==> config.mk <==
export PLATFORM = sky130hd
export DESIGN_NAME = ofdm_rx_spi_deframer
export DESIGN_NICKNAME = d
export VERILOG_FILES = /design/src/rtl/ofdm_rx_pkg.sv /design/src/rtl/ofdm_rx_sync_fifo.sv /design/src/rtl/ofdm_rx_spi_deframer.sv
export SDC_FILE = /design/constraint.sdc
export NUM_CORES = 1
export LEC_CHECK = 0
export ABC_AREA = 1
export ABC_CLOCK_PERIOD_IN_PS = 3300
export BUFFER_PORTS_ARGS = -buffer_cell sky130_fd_sc_hd__clkbuf_2
export CELL_PAD_IN_SITES_DETAIL_PLACEMENT = 1
export CELL_PAD_IN_SITES_GLOBAL_PLACEMENT = 1
export CORE_MARGIN = 8
export CORE_UTILIZATION = 45
export DETAILED_ROUTE_END_ITERATION = 12
export PLACE_DENSITY_LB_ADDON = 0.1
export SYNTH_ARGS = -nofsm -noshare
export SYNTH_HDL_FRONTEND = slang
export SYNTH_SLANG_ARGS = --single-unit
==> constraint.sdc <==
create_clock -name clk -period 3.3 [get_ports clk]
set_clock_uncertainty 0.05 [all_clocks]
set_input_delay 0.66 -clock clk [delete_from_list [all_inputs] [get_ports clk]]
set_output_delay 0.66 -clock clk [all_outputs]
set_load 0.01 [all_outputs]
==> src/rtl/ofdm_rx_pkg.sv <==
// ofdm_rx_pkg: shared constants, capture FSM encoding and FIFO entry layout
package ofdm_rx_pkg;
   localparam int N           = 8;
   localparam int CP          = 2;
   localparam int W           = 16;
   localparam int FIFO_DEPTH  = 16;
   localparam int SYNC_STAGES = 2;
   localparam int IDX_W       = $clog2(N);
   localparam int LVL_W       = $clog2(FIFO_DEPTH) + 1;
   localparam int SYM_W       = $clog2(N + CP);
   localparam int BIT_W       = $clog2(W + 2);

   typedef enum logic [1:0] {
      IDLE  = 2'd0,
      SHIFT = 2'd1,
      DONE  = 2'd2
   } cap_state_t;

   typedef struct packed {
      logic             last;
      logic [IDX_W-1:0] index;
      logic [W-1:0]     data;
   } entry_t;

   localparam int ENTRY_W = $bits(entry_t);
endpackage

==> src/rtl/ofdm_rx_sync_fifo.sv <==
// ofdm_rx_sync_fifo: synchronous FIFO with registered first-word-fall-through output
// and occupancy level; a write while full is accepted only if a read frees a slot.
module ofdm_rx_sync_fifo #(
   parameter  int DW    = 8,
   parameter  int DEPTH = 16,
   localparam int AW    = $clog2(DEPTH),
   localparam int LW    = AW + 1
) (
   input  logic          clk,
   input  logic          reset,
   input  logic          wr_en,
   input  logic [DW-1:0] wr_data,
   output logic          full,
   input  logic          rd_ready,
   output logic [DW-1:0] rd_data,
   output logic          rd_valid,
   output logic [LW-1:0] level
);
   logic [DW-1:0] mem [DEPTH];
   logic [AW-1:0] wr_ptr, rd_ptr, rd_nxt;
   logic [LW-1:0] lvl_nxt;
   logic          do_wr, do_rd;

   assign full    = level == LW'(DEPTH);
   assign do_rd   = rd_valid && rd_ready;
   assign do_wr   = wr_en && (!full || do_rd);
   assign rd_nxt  = rd_ptr + AW'(do_rd);
   assign lvl_nxt = level + LW'(do_wr) - LW'(do_rd);

   always_ff @(posedge clk)
      if (do_wr) mem[wr_ptr] <= wr_data;

   // Output register tracks the head entry; bypass the write when it lands in an empty FIFO.
   always_ff @(posedge clk or negedge reset)
      if (!reset) begin
         wr_ptr   <= '0;
         rd_ptr   <= '0;
         level    <= '0;
         rd_valid <= 1'b0;
         rd_data  <= '0;
      end else begin
         wr_ptr   <= wr_ptr + AW'(do_wr);
         rd_ptr   <= rd_nxt;
         level    <= lvl_nxt;
         rd_valid <= lvl_nxt != '0;
         rd_data  <= (level == LW'(do_rd)) ? (do_wr ? wr_data : rd_data) : mem[rd_nxt];
      end
endmodule

==> src/rtl/ofdm_rx_spi_deframer.sv <==
// ofdm_rx_spi_deframer: SPI-slave sample deserialiser that strips the cyclic prefix
// and streams the N useful samples of each OFDM symbol with index and last.
module ofdm_rx_spi_deframer
   import ofdm_rx_pkg::*;
(
   input  logic             clk,
   input  logic             reset,
   input  logic             sclk,
   input  logic             cs_n,
   input  logic             mosi,
   input  logic             resync,
   output logic [W-1:0]     rx_data,
   output logic [IDX_W-1:0] rx_index,
   output logic             rx_last,
   output logic             rx_valid,
   input  logic             rx_ready,
   output logic             word_err,
   output logic             ovf,
   output logic [LVL_W-1:0] fifo_level
);
   localparam logic [SYM_W-1:0] SYM_LAST = SYM_W'(N + CP - 1);
   localparam logic [SYM_W-1:0] SYM_CP   = SYM_W'(CP);
   localparam logic [BIT_W-1:0] BITS_W   = BIT_W'(W);
   localparam logic [BIT_W-1:0] BITS_SAT = BIT_W'(W + 1);

   logic [SYNC_STAGES-1:0] sclk_s, cs_s, mosi_s;
   logic                   sclk_d, cs_d, sclk_y, cs_y, mosi_y;
   logic                   sclk_rise, cs_fall, cs_rise;
   cap_state_t             state;
   logic [W-1:0]           shreg;
   logic [BIT_W-1:0]       bit_cnt;
   logic [SYM_W-1:0]       sym_cnt, sym_cur;
   logic                   accept, wr_en, full, rd;
   logic [ENTRY_W-1:0]     rd_bits;
   entry_t                 w_entry, r_entry;

   assign sclk_y    = sclk_s[SYNC_STAGES-1];
   assign cs_y      = cs_s[SYNC_STAGES-1];
   assign mosi_y    = mosi_s[SYNC_STAGES-1];
   assign sclk_rise = sclk_y && !sclk_d;
   assign cs_fall   = !cs_y && cs_d;
   assign cs_rise   = cs_y && !cs_d;

   // Synchronisers idle at the released-bus levels so reset never fakes an edge.
   always_ff @(posedge clk or negedge reset)
      if (!reset) begin
         sclk_s <= '0;
         cs_s   <= '1;
         mosi_s <= '0;
         sclk_d <= 1'b0;
         cs_d   <= 1'b1;
      end else begin
         sclk_s <= SYNC_STAGES'({sclk_s, sclk});
         cs_s   <= SYNC_STAGES'({cs_s, cs_n});
         mosi_s <= SYNC_STAGES'({mosi_s, mosi});
         sclk_d <= sclk_y;
         cs_d   <= cs_y;
      end

   always_ff @(posedge clk or negedge reset)
      if (!reset) begin
         state    <= IDLE;
         shreg    <= '0;
         bit_cnt  <= '0;
         word_err <= 1'b0;
      end else begin
         word_err <= 1'b0;
         case (state)
            IDLE: if (cs_fall) begin
               state   <= SHIFT;
               bit_cnt <= '0;
            end
            SHIFT: begin
               if (sclk_rise) begin
                  shreg   <= {shreg[W-2:0], mosi_y};
                  bit_cnt <= (bit_cnt == BITS_SAT) ? bit_cnt : bit_cnt + 1'b1;
               end
               if (cs_rise) state <= DONE;
            end
            DONE: begin
               state    <= IDLE;
               word_err <= bit_cnt != BITS_W;
            end
            default: state <= IDLE;
         endcase
      end

   // resync zeroes the slot seen by a coinciding accept, so that word lands in CP slot 0.
   assign accept  = (state == DONE) && (bit_cnt == BITS_W);
   assign sym_cur = resync ? '0 : sym_cnt;
   assign wr_en   = accept && (sym_cur >= SYM_CP);
   assign rd      = rx_valid && rx_ready;
   assign w_entry = '{last: sym_cur == SYM_LAST, index: IDX_W'(sym_cur - SYM_CP), data: shreg};

   always_ff @(posedge clk or negedge reset)
      if (!reset) begin
         sym_cnt <= '0;
         ovf     <= 1'b0;
      end else begin
         sym_cnt <= accept ? ((sym_cur == SYM_LAST) ? '0 : sym_cur + 1'b1) : sym_cur;
         if (wr_en && full && !rd) ovf <= 1'b1;
      end

   ofdm_rx_sync_fifo #(.DW(ENTRY_W), .DEPTH(FIFO_DEPTH)) u_fifo (
      .clk      (clk),
      .reset    (reset),
      .wr_en    (wr_en),
      .wr_data  (w_entry),
      .full     (full),
      .rd_ready (rx_ready),
      .rd_data  (rd_bits),
      .rd_valid (rx_valid),
      .level    (fifo_level)
   );

   assign r_entry  = rd_bits;
   assign rx_data  = r_entry.data;
   assign rx_index = r_entry.index;
   assign rx_last  = r_entry.last;
endmodule
==> flow_summary.yaml <==
status:
  run_status: "finished clean"
global_route:
  wire_length_of_the_first_global_routing_pass_um: 73900
  grt_antenna_before_repair: 1
  via_count_of_the_first_global_routing_pass: 12500
  grt_start_max_net_pins: 82
  gr-total-overflow: 0
  global_route.usage.met3: 0.0358
  grt_max_usage_layer: "met2"
  grt_usage: 0.222
  grt_use_met1: 0.298
  global_route.usage.met2: 0.365
layout:
  layout.cell_area.non_filler_um2: 19400
  fill_cell_count: 4127
  n_antenna_cell: 0
  final-instance-count-excl-fill: 2285
  drive_gt1_frac: 0.0992
  flow.area_growth_from_synthesis_pct: 14.1
  nets: 1762
pwr:
  irDropWorstVdd_mv: 1.00
  p_per_area_nw_per_um2: 927
  leakagePower_nw: 8.68
logic_synthesis:
  yosysTopAreaCellShare: 0.566
  synth_largest_area_cell: "sky130_fd_sc_hd__edfxtp_1"
  synth.cells.most_frequent: "499 x sky130_fd_sc_hd__nand2_1, 320 x sky130_fd_sc_hd__edfxtp_1, 305 x sky130_fd_sc_hd__inv_1"
  seq_area_frac_synth: 0.671
  synth_edf_count: 320
  post_synth_inst_count: 1684
  synth-warning-count: 0
  synth.ff_latch_count: 391
  synthesis.nets: 1706
  top_count_cell_post_synth: "sky130_fd_sc_hd__nand2_1"
  synth-main-ff-cell: "sky130_fd_sc_hd__edfxtp_1"
  async_s_r_ff_share_synth: 0.182
  synth.distinct_cells: 32
  ys_top_cells_by_area: "sky130_fd_sc_hd__edfxtp_1 57%, sky130_fd_sc_hd__nand2_1 11%, sky130_fd_sc_hd__dfrtp_1 10%"
  post_synth_instance_area_um2: 17000
  syn_area_per_cell_um2: 10.1
worst_setup_path:
  worstSetupEndpointType: "register"
  cp_data_arrival_time_ns: 3.11
  timing.setup.critical_path_class: "register to register"
  timing.critical_path.required_ns: 3.69
  critPathLaunchType: "register"
  crit_fanout: 14
clock_tree:
  cts_post_setup_buffers_inserted: 0
  cts_resized: 0
  clock_tree.root_cell: "sky130_fd_sc_hd__clkbuf_16"
  clock_sinks: 391
  htreeDepth: 2
  tritoncts: "done"
  worstSkewPairLatency_ns: 0.56
  cts.clk_slew.worst_paths_ns: 0.06
  hold_buffers_post_cts: 0
  maximum_number_of_buffers_from_clock_root_to_sink: 3
  cts_inserted_buffers: 44
route:
  drc: 0
  drt-wirelength-per-cell_um: 21.2
  route.antenna.remaining_nets: 0
  wl_um: 48300
  routed-via-count: 11800
  routed_via_density: 5.18
  drt_first_pass_iters: 5
  initialDrtViolationCount: 854
timing:
  final.hold.worst_slack_ns: 0.113
  setup_slack_ns: 0.576
  setup_violations: 0
  tightestPinTransition_ns: 0.811
  clock.fmax_mhz: 367
  rsz0062_at_grt: "false"
  slew-limit-headroom: 0.459
  tns_ns: 0
  final.period_utilization: 0.825
  post-route-min-period_ns: 2.72
  number_of_hold_violations_in_the_final_report: 0
  slew_violations: 0
placement:
  portBuffers: 34
  hpwlAfterDp_um: 28700
  placement.setup.worst_slack_ns: 0.340
  gpl.final_weighted_congestion: 0.804
  placed_cells_incl_taps: 2205
  place_area_um2: 18100
floorplanning:
  std_cell_rows: 71
  count_of_boundary_i_o_pins: 35
  initial_core_util: 0.454
  fp.dieH_um: 210
  coreArea_um2: 37400
  die_w_um: 210
  overall_die_area_um2: 44200
hold_path:
  hold_path_class: "primary input to asynchronous set/reset pin"
run:
  max-cap-violations: 0
[area by class of cell]
cell class | count | area, µm² | area share
sequential | 391 | 11400 | 0.588
timing repair buffer | 85 | 643 | 0.0332
inverter | 309 | 1160 | 0.0600
multi-input combinational | 909 | 4230 | 0.218
tap | 511 | 639 | 0.0330
clock inverter | 14 | 63.8 | 0.00329
clock buffer | 66 | 1240 | 0.0643
[layout by cell type (no fill, tap or decap), drive strengths merged]
cell and n:
nand3 259, dfrtp 68, o21bai 2, nand2 500, a21oi 4, clkinvlp 1
nor2 73, fa 1, nor3 2, clkinv 14, xor2 11, nand4 4
o21ai 21, edfxtp 320, nand3b 1, xnor2 2, dfstp 3, o211ai 1
clkbuf 99, ha 14, a31o 1, buf 52, nor4 13, inv 308
[worst max-delay path: stages (launching register included)]
cell	delay, ns
sky130_fd_sc_hd__dfrtp_1	0.40
sky130_fd_sc_hd__inv_1	0.10
sky130_fd_sc_hd__ha_1	0.14
sky130_fd_sc_hd__nand2_1	0.07
sky130_fd_sc_hd__inv_1	0.06
sky130_fd_sc_hd__nand3_1	0.17
sky130_fd_sc_hd__nand3_4	0.29
sky130_fd_sc_hd__inv_1	0.13
sky130_fd_sc_hd__ha_1	0.24
sky130_fd_sc_hd__fa_1	0.41
sky130_fd_sc_hd__a21oi_1	0.15
sky130_fd_sc_hd__o21bai_1	0.09
sky130_fd_sc_hd__xor2_1	0.20
sky130_fd_sc_hd__nand3_1	0.09
[registers in the layout, indices dropped and copies added, names as in the netlist, 4 cells and up]
| signal | cells |
|---|---|
| bit_cnt | 5 |
| shreg | 16 |
| sym_cnt | 4 |
| u_fifo.level | 5 |
| u_fifo.mem | 320 |
| u_fifo.rd_data | 20 |
| u_fifo.rd_ptr | 4 |
| u_fifo.wr_ptr | 4 |
[layer usage]
layer	wire length (µm)	part of all wire
met1	21600	0.45
met3	2920	0.060
met2	22500	0.47
met5	0	0
met4	1320	0.027
[stage by stage]
stage	power, mW	util
floorplan	10.8	-
global placement	13.4	0.483
detailed placement	13.5	0.483
CTS	18.1	0.518
global route	19.0	0.518
finish	18.0	0.518
[power breakdown]
part / switching, mW / internal, mW / leakage (nW)
registers: 0.495 / 5.78 / 3.87
logic: 4.92 / 2.24 / 4.18
clock network: 1.91 / 2.59 / 0.638
[final timing paths]
kind	slack, ns	depth (start not counted)	startpoint	end
setup reg to reg	0.58	13	u_fifo.level[3]	u_fifo.rd_valid
min in group clk	0.14	1	cs_n	cs_s[0]
hold / removal	0.11	1	reset	state[1]
hold reg to reg	0.30	0	mosi_s[0]	mosi_s[1]
max in group asynchronous	2.37	2	reset	mosi_s[0]
setup / recovery	0.58	13	u_fifo.level[3]	u_fifo.rd_valid
[cell families after synthesis]
kind of cell             count (synthesis)  synth area share
AND/OR/NAND/NOR                        852             0.213
flip-flops                             391             0.671
buffers and inverters                  384            0.0892
AO/OA/AOI/OAI                           29           0.00921
adder cells (fa/ha/maj)                 15            0.0115
XOR/XNOR                                13           0.00670
Power figures use the tool's default switching activity.
